**src/rtl/alu_multicycle_if.sv**
```systemverilog
// Bus between the control FSM and alu_multicycle: operand sources, op select and the
// Start/Busy/Done handshake with the registered result and flags.
interface alu_multicycle_if #(
  parameter int pBuswidth = 32
) ();
  // Handshake: Start is a one-cycle request honoured only while the FSM is idle
  // (Busy low); Busy covers the cycles of an iterative operation; Done pulses for one
  // cycle when ALU_result and the flags change. A Start in the Done cycle is accepted.
  logic                 Start;
  logic [pBuswidth-1:0] PC;
  logic [pBuswidth-1:0] ReadData1;
  logic [pBuswidth-1:0] ReadData2;
  logic [15:0]          Instruction;
  logic                 ALUSelA;
  logic [1:0]           ALUSelB;
  logic [1:0]           ALUOp;
  logic                 Busy;
  logic                 Done;
  logic [pBuswidth-1:0] ALU_result;
  logic                 Zero;
  logic                 Negative;
  logic                 Carry;
  logic                 Overflow;
  logic                 IllegalOp;
  logic [1:0]           fsm_state;

  modport master (
    output Start, PC, ReadData1, ReadData2, Instruction, ALUSelA, ALUSelB, ALUOp,
    input  Busy, Done, ALU_result, Zero, Negative, Carry, Overflow, IllegalOp, fsm_state
  );

  modport slave (
    input  Start, PC, ReadData1, ReadData2, Instruction, ALUSelA, ALUSelB, ALUOp,
    output Busy, Done, ALU_result, Zero, Negative, Carry, Overflow, IllegalOp, fsm_state
  );
endinterface

```
**src/rtl/alu_multicycle.sv**
```systemverilog
// Multi-cycle ALU: single-cycle add/sub/logic, bit-serial shifts by shamt and a
// shift-add multiplier, with NZCV flags, illegal-op detection and Start/Busy/Done.
module alu_multicycle #(
  parameter int pBuswidth   = 32,
  parameter int pShamtWidth = 5
) (
  input logic              Clk,
  input logic              Reset,
  alu_multicycle_if.slave  bus
);
  localparam int W  = pBuswidth;
  localparam int CW = (pShamtWidth > $clog2(W + 1)) ? pShamtWidth : $clog2(W + 1);

  typedef enum logic [1:0] {S_IDLE, S_SHIFT, S_MUL} state_t;
  typedef enum logic [3:0] {
    OP_ADD, OP_SUB, OP_AND, OP_OR, OP_XOR, OP_SLL, OP_SRL, OP_SRA, OP_MUL, OP_ILL
  } op_t;

  state_t               state, state_next;
  op_t                  op, op_q;
  logic [W-1:0]         op_a, op_b;
  logic [pShamtWidth-1:0] shamt;
  logic [W:0]           sum_add, sum_sub;
  logic [W-1:0]         sc_res;
  logic                 sc_c, sc_v, sc_ill;
  logic [CW-1:0]        cnt;
  logic [W-1:0]         sh_reg, mul_b, acc, shifted, acc_next;
  logic                 fin, fin_c, fin_v, fin_ill;
  logic [W-1:0]         fin_res;
  logic                 done_q, zero_q, neg_q, carry_q, ovf_q, ill_q;
  logic [W-1:0]         res_q;

  always_comb begin
    op_a  = bus.ALUSelA ? bus.ReadData1 : bus.PC;
    shamt = bus.Instruction[6+pShamtWidth-1:6];
    case (bus.ALUSelB)
      2'b00:   op_b = bus.ReadData2;
      2'b01:   op_b = W'(1);
      default: op_b = {{(W-16){bus.Instruction[15]}}, bus.Instruction};
    endcase
    case (bus.ALUOp)
      2'b00: op = OP_ADD;
      2'b01: op = OP_SUB;
      2'b10: begin
        case (bus.Instruction[5:0])
          6'b100000: op = OP_ADD;
          6'b100010: op = OP_SUB;
          6'b100100: op = OP_AND;
          6'b100101: op = OP_OR;
          6'b100110: op = OP_XOR;
          6'b000000: op = OP_SLL;
          6'b000010: op = OP_SRL;
          6'b000011: op = OP_SRA;
          6'b011000: op = OP_MUL;
          default:   op = OP_ILL;
        endcase
      end
      default: op = OP_ILL;
    endcase
  end

  // Subtraction is A + ~B + 1 so Carry reads as NOT borrow.
  always_comb begin
    sum_add = {1'b0, op_a} + {1'b0, op_b};
    sum_sub = {1'b0, op_a} + {1'b0, ~op_b} + {{W{1'b0}}, 1'b1};
    sc_res  = '0;
    sc_c    = 1'b0;
    sc_v    = 1'b0;
    sc_ill  = 1'b0;
    case (op)
      OP_ADD: begin
        sc_res = sum_add[W-1:0];
        sc_c   = sum_add[W];
        sc_v   = (op_a[W-1] == op_b[W-1]) && (sum_add[W-1] != op_a[W-1]);
      end
      OP_SUB: begin
        sc_res = sum_sub[W-1:0];
        sc_c   = sum_sub[W];
        sc_v   = (op_a[W-1] != op_b[W-1]) && (sum_sub[W-1] != op_a[W-1]);
      end
      OP_AND:                 sc_res = op_a & op_b;
      OP_OR:                  sc_res = op_a | op_b;
      OP_XOR:                 sc_res = op_a ^ op_b;
      OP_SLL, OP_SRL, OP_SRA: sc_res = op_b;
      OP_MUL:                 sc_res = '0;
      default:                sc_ill = 1'b1;
    endcase
  end

  always_ff @(posedge Clk) begin
    if (Reset) state <= S_IDLE;
    else       state <= state_next;
  end

  always_comb begin
    state_next = state;
    fin        = 1'b0;
    fin_res    = '0;
    fin_c      = 1'b0;
    fin_v      = 1'b0;
    fin_ill    = 1'b0;
    case (op_q)
      OP_SLL:  shifted = sh_reg << 1;
      OP_SRA:  shifted = {sh_reg[W-1], sh_reg[W-1:1]};
      default: shifted = sh_reg >> 1;
    endcase
    acc_next = acc + (mul_b[0] ? sh_reg : '0);
    case (state)
      S_IDLE: begin
        if (bus.Start) begin
          if (op == OP_MUL) begin
            state_next = S_MUL;
          end else if ((op == OP_SLL || op == OP_SRL || op == OP_SRA) && shamt != '0) begin
            state_next = S_SHIFT;
          end else begin
            fin     = 1'b1;
            fin_res = sc_res;
            fin_c   = sc_c;
            fin_v   = sc_v;
            fin_ill = sc_ill;
          end
        end
      end
      S_SHIFT: begin
        if (cnt == CW'(1)) begin
          fin        = 1'b1;
          fin_res    = shifted;
          state_next = S_IDLE;
        end
      end
      S_MUL: begin
        if (cnt == CW'(1)) begin
          fin        = 1'b1;
          fin_res    = acc_next;
          state_next = S_IDLE;
        end
      end
      default: state_next = S_IDLE;
    endcase
  end

  // In MUL, sh_reg holds the multiplicand moving left and mul_b the multiplier moving right.
  always_ff @(posedge Clk) begin
    if (Reset) begin
      cnt     <= '0;
      sh_reg  <= '0;
      mul_b   <= '0;
      acc     <= '0;
      op_q    <= OP_ADD;
      done_q  <= 1'b0;
      res_q   <= '0;
      zero_q  <= 1'b0;
      neg_q   <= 1'b0;
      carry_q <= 1'b0;
      ovf_q   <= 1'b0;
      ill_q   <= 1'b0;
    end else begin
      done_q <= fin;
      if (fin) begin
        res_q   <= fin_res;
        zero_q  <= (fin_res == '0);
        neg_q   <= fin_res[W-1];
        carry_q <= fin_c;
        ovf_q   <= fin_v;
        ill_q   <= fin_ill;
      end
      case (state)
        S_IDLE: begin
          if (bus.Start) begin
            op_q   <= op;
            sh_reg <= (op == OP_MUL) ? op_a : op_b;
            mul_b  <= op_b;
            acc    <= '0;
            cnt    <= (op == OP_MUL) ? CW'(W) : CW'(shamt);
          end
        end
        S_SHIFT: begin
          sh_reg <= shifted;
          cnt    <= cnt - CW'(1);
        end
        S_MUL: begin
          acc    <= acc_next;
          sh_reg <= sh_reg << 1;
          mul_b  <= mul_b >> 1;
          cnt    <= cnt - CW'(1);
        end
        default: ;
      endcase
    end
  end

  assign bus.Busy       = (state != S_IDLE);
  assign bus.Done       = done_q;
  assign bus.ALU_result = res_q;
  assign bus.Zero       = zero_q;
  assign bus.Negative   = neg_q;
  assign bus.Carry      = carry_q;
  assign bus.Overflow   = ovf_q;
  assign bus.IllegalOp  = ill_q;
  assign bus.fsm_state  = state;
endmodule
```
**src/flat_wrapper.sv**
```systemverilog
// flat-port wrapper written by rule: the top's interface ports become plain ports
module alu_multicycle_flat 
#(
  parameter int pBuswidth   = 32,
  parameter int pShamtWidth = 5
)
  (Clk, Reset, bus_Start, bus_PC, bus_ReadData1, bus_ReadData2, bus_Instruction, bus_ALUSelA, bus_ALUSelB, bus_ALUOp, bus_Busy, bus_Done, bus_ALU_result, bus_Zero, bus_Negative, bus_Carry, bus_Overflow, bus_IllegalOp, bus_fsm_state);
  alu_multicycle_if #(.pBuswidth(pBuswidth)) bus_i ();
  input logic Clk;
  input logic Reset;
  input wire logic [$bits(bus_i.Start)-1:0] bus_Start;
  input wire logic [$bits(bus_i.PC)-1:0] bus_PC;
  input wire logic [$bits(bus_i.ReadData1)-1:0] bus_ReadData1;
  input wire logic [$bits(bus_i.ReadData2)-1:0] bus_ReadData2;
  input wire logic [$bits(bus_i.Instruction)-1:0] bus_Instruction;
  input wire logic [$bits(bus_i.ALUSelA)-1:0] bus_ALUSelA;
  input wire logic [$bits(bus_i.ALUSelB)-1:0] bus_ALUSelB;
  input wire logic [$bits(bus_i.ALUOp)-1:0] bus_ALUOp;
  output wire logic [$bits(bus_i.Busy)-1:0] bus_Busy;
  output wire logic [$bits(bus_i.Done)-1:0] bus_Done;
  output wire logic [$bits(bus_i.ALU_result)-1:0] bus_ALU_result;
  output wire logic [$bits(bus_i.Zero)-1:0] bus_Zero;
  output wire logic [$bits(bus_i.Negative)-1:0] bus_Negative;
  output wire logic [$bits(bus_i.Carry)-1:0] bus_Carry;
  output wire logic [$bits(bus_i.Overflow)-1:0] bus_Overflow;
  output wire logic [$bits(bus_i.IllegalOp)-1:0] bus_IllegalOp;
  output wire logic [$bits(bus_i.fsm_state)-1:0] bus_fsm_state;
  assign bus_i.Start = bus_Start;
  assign bus_i.PC = bus_PC;
  assign bus_i.ReadData1 = bus_ReadData1;
  assign bus_i.ReadData2 = bus_ReadData2;
  assign bus_i.Instruction = bus_Instruction;
  assign bus_i.ALUSelA = bus_ALUSelA;
  assign bus_i.ALUSelB = bus_ALUSelB;
  assign bus_i.ALUOp = bus_ALUOp;
  assign bus_Busy = bus_i.Busy;
  assign bus_Done = bus_i.Done;
  assign bus_ALU_result = bus_i.ALU_result;
  assign bus_Zero = bus_i.Zero;
  assign bus_Negative = bus_i.Negative;
  assign bus_Carry = bus_i.Carry;
  assign bus_Overflow = bus_i.Overflow;
  assign bus_IllegalOp = bus_i.IllegalOp;
  assign bus_fsm_state = bus_i.fsm_state;
  alu_multicycle #(.pBuswidth(pBuswidth), .pShamtWidth(pShamtWidth)) u_core (.Clk(Clk), .Reset(Reset), .bus(bus_i));
endmodule
```
**config.mk**
```make
export PLATFORM = sky130hd
export DESIGN_NAME = alu_multicycle_flat
export DESIGN_NICKNAME = d
export VERILOG_FILES = /design/src/rtl/alu_multicycle_if.sv /design/src/rtl/alu_multicycle.sv /design/src/flat_wrapper.sv
export SDC_FILE = /design/constraint.sdc
export NUM_CORES = 1
export LEC_CHECK = 0
export BUFFER_PORTS_ARGS = -buffer_cell sky130_fd_sc_hd__clkbuf_2
export CAP_MARGIN = 40
export CORE_MARGIN = 4
export CORE_UTILIZATION = 30
export CTS_BUF_LIST = sky130_fd_sc_hd__clkbuf_8 sky130_fd_sc_hd__clkbuf_16
export CTS_CLUSTER_SIZE = 14
export DETAILED_ROUTE_END_ITERATION = 16
export SYNTH_ARGS = -nofsm -noshare
export SYNTH_HDL_FRONTEND = slang
export SYNTH_SLANG_ARGS = --single-unit
export TNS_END_PERCENT = 5
```
**constraint.sdc**
```tcl
create_clock -name Clk -period 12.1 [get_ports Clk]
set_input_delay 0.605 -clock Clk [delete_from_list [all_inputs] [get_ports Clk]]
set_output_delay 0.605 -clock Clk [all_outputs]
set_load 0.005 [all_outputs]
```
After elaboration in Yosys (flattened, before gate mapping)

Index checks and enable logic that the tools add are counted.

$add $sub $neg: 5
$mul: 0
Divide/modulo/power cells: 0
Magnitude comparators: 0
Eq/ne operators: 31
Shifts and indexed selects: 0
Multiplexer cells: 48
Bitwise operators: 4
Reductions and logical operators: 24

Operator list:

| operator                | number |
|---|---|
| $mux W32                | 11 |
| $pmux W32 S2            | 4 |
| $pmux W32 S3            | 2 |
| $pmux W32 S6            | 1 |
| $add A32 B32 Y33        | 2 |
| $pmux W4 S9             | 1 |
| $add A33 B1 Y33 const B | 1 |
| $add A32 B32 Y32        | 1 |
| $and A32 B32 Y32        | 1 |
| $logic_not A32 Y1       | 1 |
| $not A32 Y32            | 1 |
| $or A32 B32 Y32         | 1 |
| $xor A32 B32 Y32        | 1 |
| $eq A6 B6 Y1 const B    | 5 |
| $eq A4 B3 Y1 const B    | 6 |
| $mux W1                 | 17 |
| $eq A6 B2 Y1 const B    | 2 |
| $mux W6                 | 2 |
| $pmux W4 S3             | 1 |
| $pmux W6 S2             | 1 |
| $eq A4 B2 Y1 const B    | 2 |
| $mux W2                 | 4 |
| $reduce_and A2 Y1       | 4 |
| $reduce_or A8 Y1        | 1 |
| 25 further kinds        | 39 |

Register bits: 146
Latch bits: 0
RAM bits: 0
ROM bits: 0
Input bits: 120
Memories kept: 0

Logic depth before layout (Yosys ltp)

Gate-level depths: netlist of run 1.

Depth after elaboration: 12
Depth in mapped cells: 20
Gate-level depth less buffers: 17

Worst setup path before layout of run 1

OpenSTA, ideal clock, no wires.

Path type: in2reg
Start point: in bus_ALUSelB[1]
End point: reg u_core.zero_q (netlist: u_core.bus.Zero)
Arrival: 4.427 ns
Data required time: 12.031 ns
Setup slack: 7.604 ns
Stages on the path: 19
Path through: buf_2 > nor2_1 > clkbuf_1 > clkbuf_1 > a22oi_1 > inv_1 > ha_1 > clkbuf_1 > nor4_1 > a21boi_0 > o311ai_2 > a31o_2 > o311a_1 > o31a_1 > a211oi_1 > nand2_1 > nor4_1 > nand4_1 > o21ai_1

Word-level cells in the longest chain between the ends: 11

RTL lines:

| what                                             | RTL line              | text |
|---|---|---|
| start: declaration                               | flat_wrapper.sv:17    | `input wire logic [$bits(bus_i.ALUSelB)-1:0] bus_ALUSelB;` |
| $eq A2 B1 Y1 or $logic_not A2 Y1 (tied branches) | alu_multicycle.sv:36  | `case (bus.ALUSelB)` |
| $pmux W32 S2 (*)                                 | alu_multicycle.sv:36  |  |
| $not A32 Y32                                     | alu_multicycle.sv:65  | `sum_sub = {1'b0, op_a} + {1'b0, ~op_b} + {{W{1'b0}}, 1'b1};` |
| $add A32 B32 Y33                                 | alu_multicycle.sv:65  |  |
| $add A33 B1 Y33                                  | alu_multicycle.sv:65  |  |
| $pmux W32 S6 (*)                                 | alu_multicycle.sv:70  | `case (op)` |
| $mux W32 (*)                                     | alu_multicycle.sv:113 | `end else if ((op == OP_SLL \|\| op == OP_SRL \|\| op == OP_SRA) && shamt != '0) begin` |
| $mux W32 (*)                                     | alu_multicycle.sv:111 | `if (op == OP_MUL) begin` |
| $mux W32 (*)                                     | alu_multicycle.sv:110 | `if (bus.Start) begin` |
| $pmux W32 S3 (*)                                 | alu_multicycle.sv:108 | `case (state)` |
| $logic_not A32 Y1 (*)                            | alu_multicycle.sv:161 | `zero_q <= (fin_res == '0);` |
| end signal: assignment                           | alu_multicycle.sv:161 |  |
| end: declaration                                 | alu_multicycle.sv:30  | `logic done_q, zero_q, neg_q, carry_q, ovf_q, ill_q;` |

Every way passes the cells marked *; elsewhere a longest branch is shown, timed or not.
A chain may end at the register's enable or synchronous reset.

Final worst setup path of run 1

Ends and elaborated chain as after synthesis.

==> impl_metrics.env, run 1 <==
export IMPL_io_pin_count=161
export IMPL_fin_crit_sh_pct=45.3
export IMPL_run_status="finished clean"
export IMPL_diodes=0
export IMPL_arrival_ns=5.89
export IMPL_drv_cap=0
export IMPL_layout_cells_non_filler=3043
export IMPL_crit_type="in2reg"
export IMPL_synth_area_leaders="dfxtp_1 (18%), ha_1 (10%), a21oi_1 (7.2%)"
export IMPL_layout_commonest_cell="nand2_1"
export IMPL_post_cts_buffers=0
export IMPL_p_per_area_nw_per_um2=97.2
export IMPL_p_clk_share_pct=33.3
export IMPL_tightest_slew_ns=0.930
export IMPL_cp_data_required_time_ns=12.51
export IMPL_worstSetupStartpointType="input pin"
export IMPL_tns_ns=0
export IMPL_cts_hold_buf=0
export IMPL_async_flop_share_pct=0
export IMPL_ctsResizeCount=0
export IMPL_fillers=5650
export IMPL_drive_gt1_share_pct=13.5
export IMPL_die_area_um2=57400
export IMPL_initial_core_util_pct=30.5
export IMPL_final_cell_mix="nand2_1 (307), nor2_1 (232), a21oi_1 (229)"
export IMPL_nets=2597
export IMPL_synth_cell_types=105
export IMPL_core_um2=52900
export IMPL_synth_cells=2294
export IMPL_synthMuxAreaShare_pct=3.54
export IMPL_maxSlewHeadroom_pct=38.0
export IMPL_synth_adder_area_share_pct=10.6
export IMPL_grt_pass1_vias=16500
export IMPL_clk_pin_slew_ns=0.07
export IMPL_hold_violations=0
export IMPL_switching_share_pct=40.9
export IMPL_grt_pass1_wl_um=106000
export IMPL_antenna_found_initial=2
export IMPL_total_power_mw=1.76
export IMPL_detailed_place_hpwl_um=54600
export IMPL_grt_max_degree=76
export IMPL_setup_viol=0
export IMPL_p_leak_nw=7.43
export IMPL_clockBufferDepth=2
export IMPL_synthXorXnorAreaFrac_pct=2.87
export IMPL_clock_sinks=145
export IMPL_synth_flop_cell="dfxtp_1"
export IMPL_drv_slew=0
export IMPL_p_sw_uw=718
export IMPL_critPathMaxStageDelay_ns=0.69
export IMPL_die_x_um=240
export IMPL_crit_chain="clkbuf_2 > nor2_2 > a22oi_1 > inv_1 > ha_1 > nand2_1 > o41ai_1 > or3_1 > o221ai_1 > nand2b_1 > or4b_2 > a211oi_1 > nand4_1 > nor4_1 > nand4_1 > o21ai_1"
export IMPL_grt_overflow=0
export IMPL_cts_tree="built"
export IMPL_synth_area_um2=16100
export IMPL_synthDominantCellAreaShare_pct=18.0
export IMPL_drc=0
export IMPL_vdd_drop_max_mv=0.0753
export IMPL_p_int_mw=1.04
export IMPL_dr_pass1_iters=9
export IMPL_synth_compound_gate_area_share_pct=34.3
export IMPL_avgSynthCellArea_um2=7.02
export IMPL_synth_area_leader_cell="dfxtp_1"
export IMPL_num_vias=18100
export IMPL_cp_end_kind="flop"
export IMPL_critPathMaxFanout=21
export IMPL_num_rows=84
export IMPL_track_usage_pct=24.0
export IMPL_drt_iter0_markers=2006
export IMPL_seqPwrFrac_pct=30.2
export IMPL_die_height_um=240
export IMPL_combPwrFrac_pct=36.5
export IMPL_clk_latency_ns=0.48
export IMPL_final_antenna_net_count=0
export IMPL_max_freq_ghz=0.183
export IMPL_clockRootBuffer="clkbuf_16"
export IMPL_synth_edf_count=0
export IMPL_yosysSeqAreaShare_pct=18.0
export IMPL_dp_cells=3011
export IMPL_wl_um=72100
export IMPL_gp_congestion=1.01
export IMPL_area_growth_pct=12.2
export IMPL_avgRoutedWirePerCell_um=23.7
export IMPL_viasPerCell=5.94
export IMPL_grt_setup_unrepaired="false"
export IMPL_crit_top_cell="nand4_1"
export IMPL_cp_slowest_cell="a22oi_1"
export IMPL_yosysWarningCount=0
export IMPL_synth_nets=2549
export IMPL_cts_buffers=17
export IMPL_synth_top_family_by_area="compound AO/OA/AOI/OAI gates"
export IMPL_clock_skew_ns=0.0209
export IMPL_synth_seq_cells=145
export IMPL_yosys_area_share_simple_pct=23.4
export IMPL_hold_path_class="reg2reg"
export IMPL_period_minus_slack_ns=5.48
export IMPL_port_buffers=160
export IMPL_htree_levels=4
-- layout make-up --
class	count	area [um^2]	share of cell area (%)
Sequential cell	145	2900	16.1
Timing Repair Buffer	201	1180	6.56
Inverter	112	420	2.33
Multi-Input combinational cell	1865	12100	66.9
Clock buffer	18	439	2.43
Clock inverter	14	169	0.935
Tap cell	688	861	4.76
-- per-layer routing --
metal	track usage (%)	up-vias	part of all wire (%)
met2	36.4	842	43
met5	0	-	0.037
met1	33.9	8641	45
met3	4.48	124	8.3
li1	-	8461	-
met4	8.80	4	3.5
-- critical path, delay by kind of cell --
kind / cells / cell delay [ns]
AO/OA/AOI/OAI: 5 / 1.98
adder cells (fa/ha/maj): 1 / 0.66
buffers and inverters: 2 / 0.52
AND/OR/NAND/NOR: 8 / 2.12
-- power groups by stage --
stage | clock network (mW) | registers, mW | logic (mW)
floorplan | 0 | 0.531 | 0.420
global placement | 0 | 0.541 | 0.617
finish | 0.584 | 0.530 | 0.641
CTS | 0.593 | 0.529 | 0.625
detailed placement | 0 | 0.540 | 0.622
global route | 0.604 | 0.533 | 0.691
-- stage by stage --
| stage | instance area (um^2) | hold WS [ns] | worst slack (ns) | utilization, % |
|---|---|---|---|---|
| after detailed placement | 17500 | 0.444 | 6.26 | 33.0 |
| after global routing | 18100 | 0.470 | 6.36 | 34.2 |
| after floorplan | 16100 | 0.432 | 7.60 | - |
| after global placement | 17300 | 0.439 | 6.28 | 32.8 |
| final | 18100 | 0.454 | 6.62 | 34.2 |
| after CTS | 18100 | 0.452 | 6.75 | 34.2 |
-- worst paths after layout --
kind | startpoint | endpoint | slack, ns | cells past startpoint
max | bus_ALUSelB[1] | u_core.bus.Zero | 6.62 | 16
min | u_core.mul_b[10] | u_core.mul_b[10] | 0.45 | 2
max reg2reg | u_core.mul_b[0] | u_core.bus.Zero | 7.64 | 17
min reg2reg | u_core.mul_b[10] | u_core.mul_b[10] | 0.45 | 2
-- cells in the mapped netlist (8+ instances only) --
cell type	count
o31ai_1	19
inv_1	110
nor2b_1	15
o21a_1	18
a211oi_1	96
nor2_1	234
ha_1	133
a21oi_1	231
nand2_1	307
nand2b_1	11
nand4_1	18
a221oi_1	12
a31oi_1	18
a221o_1	37
and3_1	10
o22ai_1	12
clkbuf_1	126
a22o_1	11
o221ai_1	10
o211ai_1	22
o21ai_0	151
buf_2	22
a21o_1	22
a311oi_1	10
dfxtp_1	145
or3_1	12
o2111ai_1	8
nor3_1	43
mux2i_1	21
and2_1	42
nand3_1	36
o21bai_1	12
mux2_2	30
a211o_1	8
xor2_1	18
xnor2_1	31
a22oi_1	36
buf_1	11
nor4_1	21
-- cell families after synthesis --
logic type	after synthesis
compound gates	820
fa+ha+maj	135
buf+inv	284
xor+xnor	51
flops	145
simple gates	807
mux	52
(Power assumes the default switching activity.)
==> run 2: changes to the inputs <==
--- a/config.mk
+++ b/config.mk
@@ -5,6 +5,7 @@
 export SDC_FILE = /design/constraint.sdc
 export NUM_CORES = 1
 export LEC_CHECK = 0
+export ABC_AREA = 1
 export BUFFER_PORTS_ARGS = -buffer_cell sky130_fd_sc_hd__clkbuf_2
 export CAP_MARGIN = 40
 export CORE_MARGIN = 4
==> constraint.sdc (replaced) <==
create_clock -name Clk -period 5 [get_ports Clk]
set_input_delay 0.25 -clock Clk [delete_from_list [all_inputs] [get_ports Clk]]
set_output_delay 0.25 -clock Clk [all_outputs]
set_load 0.005 [all_outputs]
==> run 2 against run 1 <==
Effect of this change:
- critical endpoint unchanged
- final cell count is 22% higher
- critical path depth is 3 higher
- clock power is 130% higher
- utilization is 0.41 points higher
- combinational power grew to 5.4 times the previous value
- clock skew is 0.012 ns lower
- register-to-register slack worse by 6.6 ns
- sequential share of layout area is 0.56 points lower
- sequential cell count stayed put
- non-clock buffer count is 24 higher
- total power grew to 3.7 times the previous value
==> impl_metrics.env, run 2 <==
export IMPL_run_status="finished clean"
export IMPL_worstSetupStartpointType="input pin"
export IMPL_synth_area_um2=16500
export IMPL_antenna_found_initial=0
export IMPL_cp_slowest_cell="nor4_1"
export IMPL_clock_sinks=145
export IMPL_critPathMaxStageDelay_ns=0.54
export IMPL_avgRoutedWirePerCell_um=19.9
export IMPL_grt_pass1_vias=18400
export IMPL_cts_tree="built"
export IMPL_io_pin_count=161
export IMPL_num_rows=85
export IMPL_yosysWarningCount=0
export IMPL_die_height_um=243
export IMPL_viasPerCell=5.39
export IMPL_synthDominantCellAreaShare_pct=17.6
export IMPL_cts_buffers=17
export IMPL_final_cell_mix="nand2_1 (665), inv_1 (392), a21oi_1 (357)"
export IMPL_synth_seq_cells=145
export IMPL_crit_chain="clkbuf_2 > nand2_1 > clkinv_1 > buf_4 > a21oi_1 > inv_1 > ha_1 > nand2_1 > nor4_1 > o21ai_0 > nand3b_1 > a21oi_1 > o21ai_0 > a21oi_1 > o21ai_0 > nand2_1 > nor2_1 > nand3_1 > a21oi_2"
export IMPL_clk_latency_ns=0.45
export IMPL_drv_slew=0
export IMPL_tightest_slew_ns=0.875
export IMPL_drv_cap=0
export IMPL_synthTopCellsByCount="nand2_1 (665), inv_1 (393), a21oi_1 (357)"
export IMPL_grt_overflow=0
export IMPL_async_flop_share_pct=0
export IMPL_clock_skew_ns=0.00888
export IMPL_dpl_instance_area_um2=18100
export IMPL_maxSlewHeadroom_pct=41.1
export IMPL_drc=0
export IMPL_die_area_um2=58800
export IMPL_clockRootBuffer="clkbuf_16"
export IMPL_synth_nets=3151
export IMPL_port_buffers=160
export IMPL_yosysSeqAreaShare_pct=17.6
export IMPL_cp_data_required_time_ns=5.39
export IMPL_synth_cells=2896
export IMPL_hold_violations=0
export IMPL_ctsResizeCount=0
export IMPL_synth_area_leaders="dfxtp_1 (18%), nand2_1 (15%), a21oi_1 (11%)"
export IMPL_synth_cell_types=47
export IMPL_vdd_drop_max_mv=0.289
export IMPL_nets=3262
export IMPL_wl_um=73900
export IMPL_cp_end_kind="flop"
export IMPL_clk_pin_slew_ns=0.07
export IMPL_crit_type="in2reg"
export IMPL_p_leak_nw=9.50
export IMPL_tns_ns=0
export IMPL_max_freq_ghz=0.236
export IMPL_arrival_ns=4.62
export IMPL_initial_core_util_pct=30.5
export IMPL_synth_flop_cell="dfxtp_1"
export IMPL_synth_edf_count=0
export IMPL_fin_crit_sh_pct=84.6
export IMPL_die_x_um=243
export IMPL_synth_most_common_cell="nand2_1"
export IMPL_drt_iter0_markers=2596
export IMPL_gp_congestion=0.965
export IMPL_layout_commonest_cell="nand2_1"
export IMPL_p_per_area_nw_per_um2=346
export IMPL_drive_gt1_share_pct=10.7
export IMPL_cts_hold_buf=0
export IMPL_track_usage_pct=24.0
export IMPL_detailed_place_hpwl_um=59900
export IMPL_num_vias=20000
export IMPL_grt_max_degree=91
export IMPL_post_cts_buffers=0
export IMPL_grt_pass1_wl_um=111000
export IMPL_critPathMaxFanout=11
export IMPL_synth_area_leader_cell="dfxtp_1"
export IMPL_period_minus_slack_ns=4.23
export IMPL_grt_setup_unrepaired="false"
export IMPL_area_growth_pct=13.5
export IMPL_htree_levels=4
export IMPL_final_antenna_net_count=0
export IMPL_clockBufferDepth=2
export IMPL_dr_pass1_iters=6
export IMPL_setup_viol=0
export IMPL_hold_path_class="in2reg"
export IMPL_avgSynthCellArea_um2=5.70
export IMPL_core_um2=54100
export IMPL_final_cell_area_um2=18700
## run 2: changes by cell type after synthesis, sizes merged, moves of 30 or more
cell	before	now
a211oi	101	3
a21oi	231	361
and2	42	4
a221o	37	0
nand3	38	142
xnor2	32	1
o21ai	157	327
clkbuf	126	89
a22oi	36	1
nor2	236	320
mux2	30	0
nand2	308	676
inv	111	402
## run 2: power breakdown
part | leakage (nW) | switching [mW] | internal (mW)
registers | 1.20 | 0.234 | 1.46
logic | 8.02 | 2.42 | 1.05
clock network | 0.292 | 0.584 | 0.741
total | 9.50 | 3.23 | 3.25
## run 2: final timing paths
path / to / startpoint / depth (start not counted) / slack (ns)
worst min register to register: u_core.op_q[3] / u_core.op_q[3] / 2 / 0.47
worst max-delay path: u_core.bus.Zero / bus_ALUSelB[1] / 19 / 0.77
worst max register to register: u_core.bus.Zero / u_core.mul_b[0] / 21 / 1.04
worst min-delay path: u_core.cnt[3] / bus_Instruction[9] / 3 / 0.06
## run 2: layer usage
layer  global-route usage [%]  vias up  share of wire [%]  routed length [um]
met5                        0        -                  0                   0
met1                     35.4     9287                 47               34400
met3                     5.27      109                 10                7440
met4                     5.86        0                2.5                1850
li1                         -     9689                  -                   -
met2                     35.3      960                 41               30200
## run 2: layout make-up
class	count	area [um^2]
antenna	5	12.5
clock buffer	17	425
clock inverter	15	159
fill	6111	35400
inverter	407	1530
multi-input combinational	2211	11500
sequential	145	2900
tap	696	871
timing repair buffer	225	1330
## run 2: metrics by stage
stage | std cells | worst slack, ns | hold WS [ns] | total power [mW] | utilization [%]
final | 3721 | 0.770 | 0.0618 | 6.48 | 34.6
after global routing | 3716 | 0.447 | 0.0690 | 6.91 | 34.6
after CTS | 3716 | 0.947 | 0.0580 | 6.39 | 34.6
after detailed placement | 3684 | 0.514 | 0.462 | 5.06 | 33.5
after global placement | 3679 | 0.538 | 0.456 | 5.05 | 33.3
after floorplan | 2896 | 1.53 | 0.392 | 3.86 | -
## run 2: kinds of logic after synthesis
| logic type | synth area share, % |
|---|---|
| DFF | 17.6 |
| AOI/OAI and AO/OA | 26.6 |
| adders and majority gates | 10.3 |
| and+or+nand+nor | 31.0 |
| buffers and inverters | 12.8 |
| xor gates and xnor gates | 1.65 |
## run 2: worst max-delay path, delay by kind of cell
| kind | cells | cell delay [ns] |
|---|---|---|
| AND/OR/NAND/NOR | 7 | 1.46 |
| adder cells (fa/ha/maj) | 1 | 0.47 |
| buffers and inverters | 4 | 0.96 |
| AO/OA/AOI/OAI | 7 | 1.47 |
